File: config.mk
export PLATFORM = sky130hd
export DESIGN_NAME = ps2_key_rx
export DESIGN_NICKNAME = d
export VERILOG_FILES = /design/src/rtl/ps2_key_rx.sv
export SDC_FILE = /design/constraint.sdc
export NUM_CORES = 1
export LEC_CHECK = 0
export CAP_MARGIN = 0
export CORE_MARGIN = 2
export CORE_UTILIZATION = 62
export DETAILED_ROUTE_END_ITERATION = 6
export PLACE_DENSITY = 0.87
export SLEW_MARGIN = 20
export SYNTH_ARGS = -nofsm -noshare
export SYNTH_HDL_FRONTEND = slang
export SYNTH_SLANG_ARGS = --single-unit
File: constraint.sdc
create_clock -name clk -period 2.9 [get_ports clk]
set_input_delay 0.29 -clock clk [delete_from_list [all_inputs] [get_ports clk]]
set_output_delay 0.29 -clock clk [all_outputs]
set_load 0.02 [all_outputs]
File: src/rtl/ps2_key_rx.sv
// ps2_key_rx: PS/2 keyboard receiver that deglitches key_clk, deframes 11-bit frames and folds E0/F0 prefixes into flags.
// Ports: clk, resetn (async active-low); key_clk, key_data (raw PS/2 lines);
//   scan_code/scan_valid/scan_break/scan_ext (decoded byte + strobe + prefix flags);
//   frame_err (stop/parity/timeout strobe); busy (FSM not idle).
// Define PS2_PARITY_CHECK_EN to drop frames with bad odd parity.
module ps2_key_rx #(
  parameter int FILTER_CYCLES  = 8,
  parameter int TIMEOUT_CYCLES = 5000
) (
  input  logic       clk,
  input  logic       resetn,
  input  logic       key_clk,
  input  logic       key_data,
  output logic [7:0] scan_code,
  output logic       scan_valid,
  output logic       scan_break,
  output logic       scan_ext,
  output logic       frame_err,
  output logic       busy
);
  localparam int FW = $clog2(FILTER_CYCLES + 1);
  localparam int TW = $clog2(TIMEOUT_CYCLES + 1);
  localparam logic [1:0] IDLE = 2'd0, DATA = 2'd1, PARITY = 2'd2, STOP = 2'd3;
`ifdef PS2_PARITY_CHECK_EN
  localparam bit PAR_EN = 1'b1;
`else
  localparam bit PAR_EN = 1'b0;
`endif
  logic [1:0]    kc_s_q, kc_s_d, kd_s_q, kd_s_d;
  logic          kc_f_q, kc_f_d;
  logic [FW-1:0] filt_q, filt_d;
  logic [TW-1:0] to_q, to_d;
  logic [1:0]    state_q, state_d;
  logic [2:0]    bit_q, bit_d;
  logic [7:0]    shift_q, shift_d;
  logic          par_q, par_d, ext_q, ext_d, brk_q, brk_d;
  logic [7:0]    code_q, code_d;
  logic          valid_q, valid_d, sbrk_q, sbrk_d, sext_q, sext_d, err_q, err_d;
  logic          kc, kd, differ, flip, timeout, fall, bad;
  always_comb begin
    kc_s_d  = {kc_s_q[0], key_clk};
    kd_s_d  = {kd_s_q[0], key_data};
    kc      = kc_s_q[1];
    kd      = kd_s_q[1];
    differ  = kc != kc_f_q;
    flip    = differ && (filt_q == FW'(FILTER_CYCLES - 1));
    filt_d  = (differ && !flip) ? filt_q + FW'(1) : '0;
    kc_f_d  = flip ? kc : kc_f_q;
    timeout = (state_q != IDLE) && (to_q == TW'(TIMEOUT_CYCLES - 1));
    // a timeout wins over a falling edge landing in the same cycle
    fall    = flip && !kc && !timeout;
    to_d    = (state_q == IDLE || fall || timeout) ? '0 : to_q + TW'(1);
    bad     = !kd || (PAR_EN && !(^{shift_q, par_q}));
    state_d = state_q;
    bit_d   = bit_q;
    shift_d = shift_q;
    par_d   = par_q;
    ext_d   = ext_q;
    brk_d   = brk_q;
    code_d  = code_q;
    sbrk_d  = sbrk_q;
    sext_d  = sext_q;
    valid_d = 1'b0;
    err_d   = 1'b0;
    if (timeout) begin
      state_d = IDLE;
      err_d   = 1'b1;
      ext_d   = 1'b0;
      brk_d   = 1'b0;
    end else if (fall) begin
      case (state_q)
        IDLE: begin
          state_d = kd ? IDLE : DATA;
          bit_d   = '0;
        end
        DATA: begin
          shift_d = {kd, shift_q[7:1]};
          bit_d   = bit_q + 3'd1;
          state_d = (bit_q == 3'd7) ? PARITY : DATA;
        end
        PARITY: begin
          par_d   = kd;
          state_d = STOP;
        end
        default: begin
          state_d = IDLE;
          if (bad) begin
            err_d = 1'b1;
            ext_d = 1'b0;
            brk_d = 1'b0;
          end else if (shift_q == 8'hE0) begin
            ext_d = 1'b1;
          end else if (shift_q == 8'hF0) begin
            brk_d = 1'b1;
          end else begin
            valid_d = 1'b1;
            code_d  = shift_q;
            sbrk_d  = brk_q;
            sext_d  = ext_q;
            ext_d   = 1'b0;
            brk_d   = 1'b0;
          end
        end
      endcase
    end
  end
  always_ff @(posedge clk or negedge resetn) begin
    if (!resetn) begin
      kc_s_q  <= 2'b11;
      kd_s_q  <= 2'b11;
      kc_f_q  <= 1'b1;
      filt_q  <= '0;
      to_q    <= '0;
      state_q <= IDLE;
      bit_q   <= '0;
      shift_q <= '0;
      par_q   <= 1'b0;
      ext_q   <= 1'b0;
      brk_q   <= 1'b0;
      code_q  <= '0;
      valid_q <= 1'b0;
      sbrk_q  <= 1'b0;
      sext_q  <= 1'b0;
      err_q   <= 1'b0;
    end else begin
      kc_s_q  <= kc_s_d;
      kd_s_q  <= kd_s_d;
      kc_f_q  <= kc_f_d;
      filt_q  <= filt_d;
      to_q    <= to_d;
      state_q <= state_d;
      bit_q   <= bit_d;
      shift_q <= shift_d;
      par_q   <= par_d;
      ext_q   <= ext_d;
      brk_q   <= brk_d;
      code_q  <= code_d;
      valid_q <= valid_d;
      sbrk_q  <= sbrk_d;
      sext_q  <= sext_d;
      err_q   <= err_d;
    end
  end
  assign scan_code  = code_q;
  assign scan_valid = valid_q;
  assign scan_break = sbrk_q;
  assign scan_ext   = sext_q;
  assign frame_err  = err_q;
  assign busy       = state_q != IDLE;
endmodule

==> metrics.txt <==
outcome=finished with violations; failing checks=negative hold slack; Worst path top cell family by delay=simple AND/OR/NAND/NOR gates; post-route ant nets=0; CP max FO=8; Initial DRT Pass Iterations=4; TNS Setup=0 ps; CP max-delay cell=nor4_2; initial core utilization=63.2%; Area contributors post-synth=dfrtp_1 48%, mux2_4 5.9%, dfstp_2 5.8%, mux2_2 4.9%, xor2_1 3.1%; worst hold path class=in -> async; crit-path cells=ha_1, and3b_1, nand3_2, nor4_2, buf_4, mux2_4; Post-synth EDFFs=0; Final Setup Violations=0; initial antenna violation count=0; #FFs+latches synth=49; CTS resizes=0; worst reg2reg startpoint=filt_q[0]; Final Hold Viols=37; 1st-iter DRT viols=around 120; Worst-path clk slew=80 ps; Psw=between 400 and 500 µW; RSZ-0062 raised after global routing=false; Reg2Reg Depth=6; kind of critical path=reg -> reg; die area=approximately 0.0042 mm²; top cells by count, synth=44 x dfrtp_1, 18 x nor2_1, 11 x nand3_1, 10 x mux2_2; PwrDens=~630 mW/mm²; Mapped Nets=195; vias in the first global route=1,461; total wire length=3910 µm; Post-Route Skew=7.60 ps; crit-path max cell delay=580 ps; Worst setup EP type=flip-flop; DR vias=1,453; # IOs=17; synthesized area per cell=12.2 µm²; Seq/Total Area, Yosys=between 50% and 60%; Post-CTS Setup Bufs=0; I/O Buffers=16; fin crit period=between 2000 and 2500 ps; Rows=22; Nets=213; CTS Hold Bufs=0; slew at the pin closest to its max-slew limit=581 ps; Setup Slack @ Placement=between 500 and 600 ps; Critical Path RT=3100 ps; clock buffer depth=2; Distinct cells, synth=43; share of the synthesized area in the top cell type=between 40% and 50%; per-cell routed wire length=15.4 µm; Yosys warnings=0; total CTS buffers=5; global-route wire length before repair=6800 µm; Worst IR Drop VDD=~0.44 mV; Combinational Power Share=13.3%; Pint=1.21 mW; Worst setup SP type=flip-flop; DP HPWL=2770 µm; max cap viols=0; Clock Sink Count=49; largest net degree at the start of global routing=50; final setup margin=508 ps; gr ovfl total=0; LEAKAGE=1.20 nW; post-synthesis async set-or-reset flop share=between 90% and 100%; internal reg-to-reg setup slack=a little over 500 ps; ys flop type=dfrtp_1; clock root buffer=clkbuf_8; die width=64.6 µm; vias per cell=5.72; P&R area growth vs syn=13.6%; sw frac=25.6%; core footprint=0.00361 mm²; Tot GR Track Use=21.8%; DIE HEIGHT=64.6 µm; Min Hold Slack=-31.4 ps; Clock Latency Late Sink=310 ps; Finished Core Util=a little under three quarters; TritonCTS clock tree=built; post-synth top area cell=dfrtp_1; share of layout cells above drive strength 1=21.8%; H-tree levels=2; routability cong.=0.835; n_diodes=0; most common cell in the netlist=dfrtp_1; slew margin rel.=61.3%; pins over their slew limit=0; share of power burned in registers=52.3%; DRC=0; Fmax achieved=418 MHz; Clk pwr share=34.4%; mapped cell area=roughly 0.0023 mm²; WP data arrival=2590 ps; Buf/Inv on CP=1; Post-Synthesis Cells=187; Worst R2R End=scan_code[2]; Fill cells=between 200 and 300; period utilization=82.5%; Worst path depth=6
## layer usage
metal	share of wire [%]	GRT usage, %	vias to the layer above
met5	0	0	-
met4	1.8	10.6	0
met3	3.9	6.08	6
met2	53	37.1	36
met1	41	25.4	715
li1	-	-	696
## flip-flops by register name, summed over array words and instances (netlist names)
register and cells:
scan_valid 1, scan_code 8, kd_s_q 2, kc_f_q 1
scan_ext 1, ext_q 1, shift_q 8, scan_break 1
brk_q 1, kc_s_q 2, bit_q 3, state_q 2
frame_err 1, filt_q 4, to_q 13
## final cells by class
type | instances | area (µm²) | share of cell area (%)
Inverter | 5 | 18.8 | 0.726
Sequential cell | 49 | 1230 | 47.7
Multi-Input combinational cell | 126 | 968 | 37.4
Tap cell | 48 | 60.1 | 2.32
Clock inverter | 3 | 65.1 | 2.52
Clock buffer | 5 | 68.8 | 2.66
Timing Repair Buffer | 18 | 173 | 6.68
## kinds of logic after synthesis
kind of cell	Yosys count	share of synthesized area [%]
muxes	19	10.9
buffers and inverters	12	3.35
AOI/OAI and AO/OA	16	4.67
DFF	49	54.1
and+or+nand+nor	73	19.4
adders and majority gates	4	2.20
xor gates and xnor gates	14	5.38
## per-stage QoR
| step | cells | instance area (µm²) | hold slack [ps] | power [mW] |
|---|---|---|---|---|
| after floorplan | 187 | 2280 | -5.59 | 1.01 |
| after global placement | 246 | 2450 | 346 | 1.06 |
| after detailed placement | 246 | 2450 | 347 | 1.08 |
| after CTS | 254 | 2580 | 185 | 1.64 |
| after global routing | 254 | 2590 | 19.7 | 1.72 |
| final | 254 | 2590 | -31.4 | 1.63 |
## cells in the final DEF (no fill, tap or decap), drive strengths merged, types with 2 or more instances in the layout
| cell type | count |
|---|---|
| dfrtp | 44 |
| mux2 | 19 |
| nor2 | 18 |
| clkdlybuf4s50 | 15 |
| nand3 | 13 |
| nand2 | 9 |
| xor2 | 8 |
| nand4 | 7 |
| xnor2 | 6 |
| inv | 5 |
| clkbuf | 5 |
| dfstp | 5 |
| nor3 | 5 |
| o21ai | 4 |
| a31oi | 4 |
| ha | 4 |
| and3 | 3 |
| buf | 3 |
| or2 | 3 |
| or4b | 2 |
| nor2b | 2 |
| and4 | 2 |
| a21oi | 2 |
| bufinv | 2 |
| nor4 | 2 |
## power groups by stage
stage	clock network, mW	logic (mW)	registers, mW
6_report	0.560	0.216	0.850
3_5_place_dp	0	0.217	0.862
5_1_grt	0.596	0.256	0.863
2_1_floorplan	0	0.167	0.842
3_3_place_gp	0	0.202	0.854
4_1_cts	0.573	0.219	0.849
## worst reg2reg max path, stage by stage, from the launching register on
cell and delay, ps:
dfrtp_1 380, ha_1 210, and3b_1 310, nand3_2 210, nor4_2 580, buf_4 290
mux2_4 310
## worst max path at each step
stage                         start           end  slack [ps]
final                     filt_q[0]  scan_code[2]         510
after global routing      filt_q[0]  scan_code[1]         370
after CTS                 filt_q[0]  scan_code[2]         500
after detailed placement  filt_q[0]  scan_code[2]         500
after global placement    filt_q[0]  scan_code[2]         650
after floorplan           filt_q[0]    scan_break         960
No activity file was read; power rests on OpenSTA's default activity.
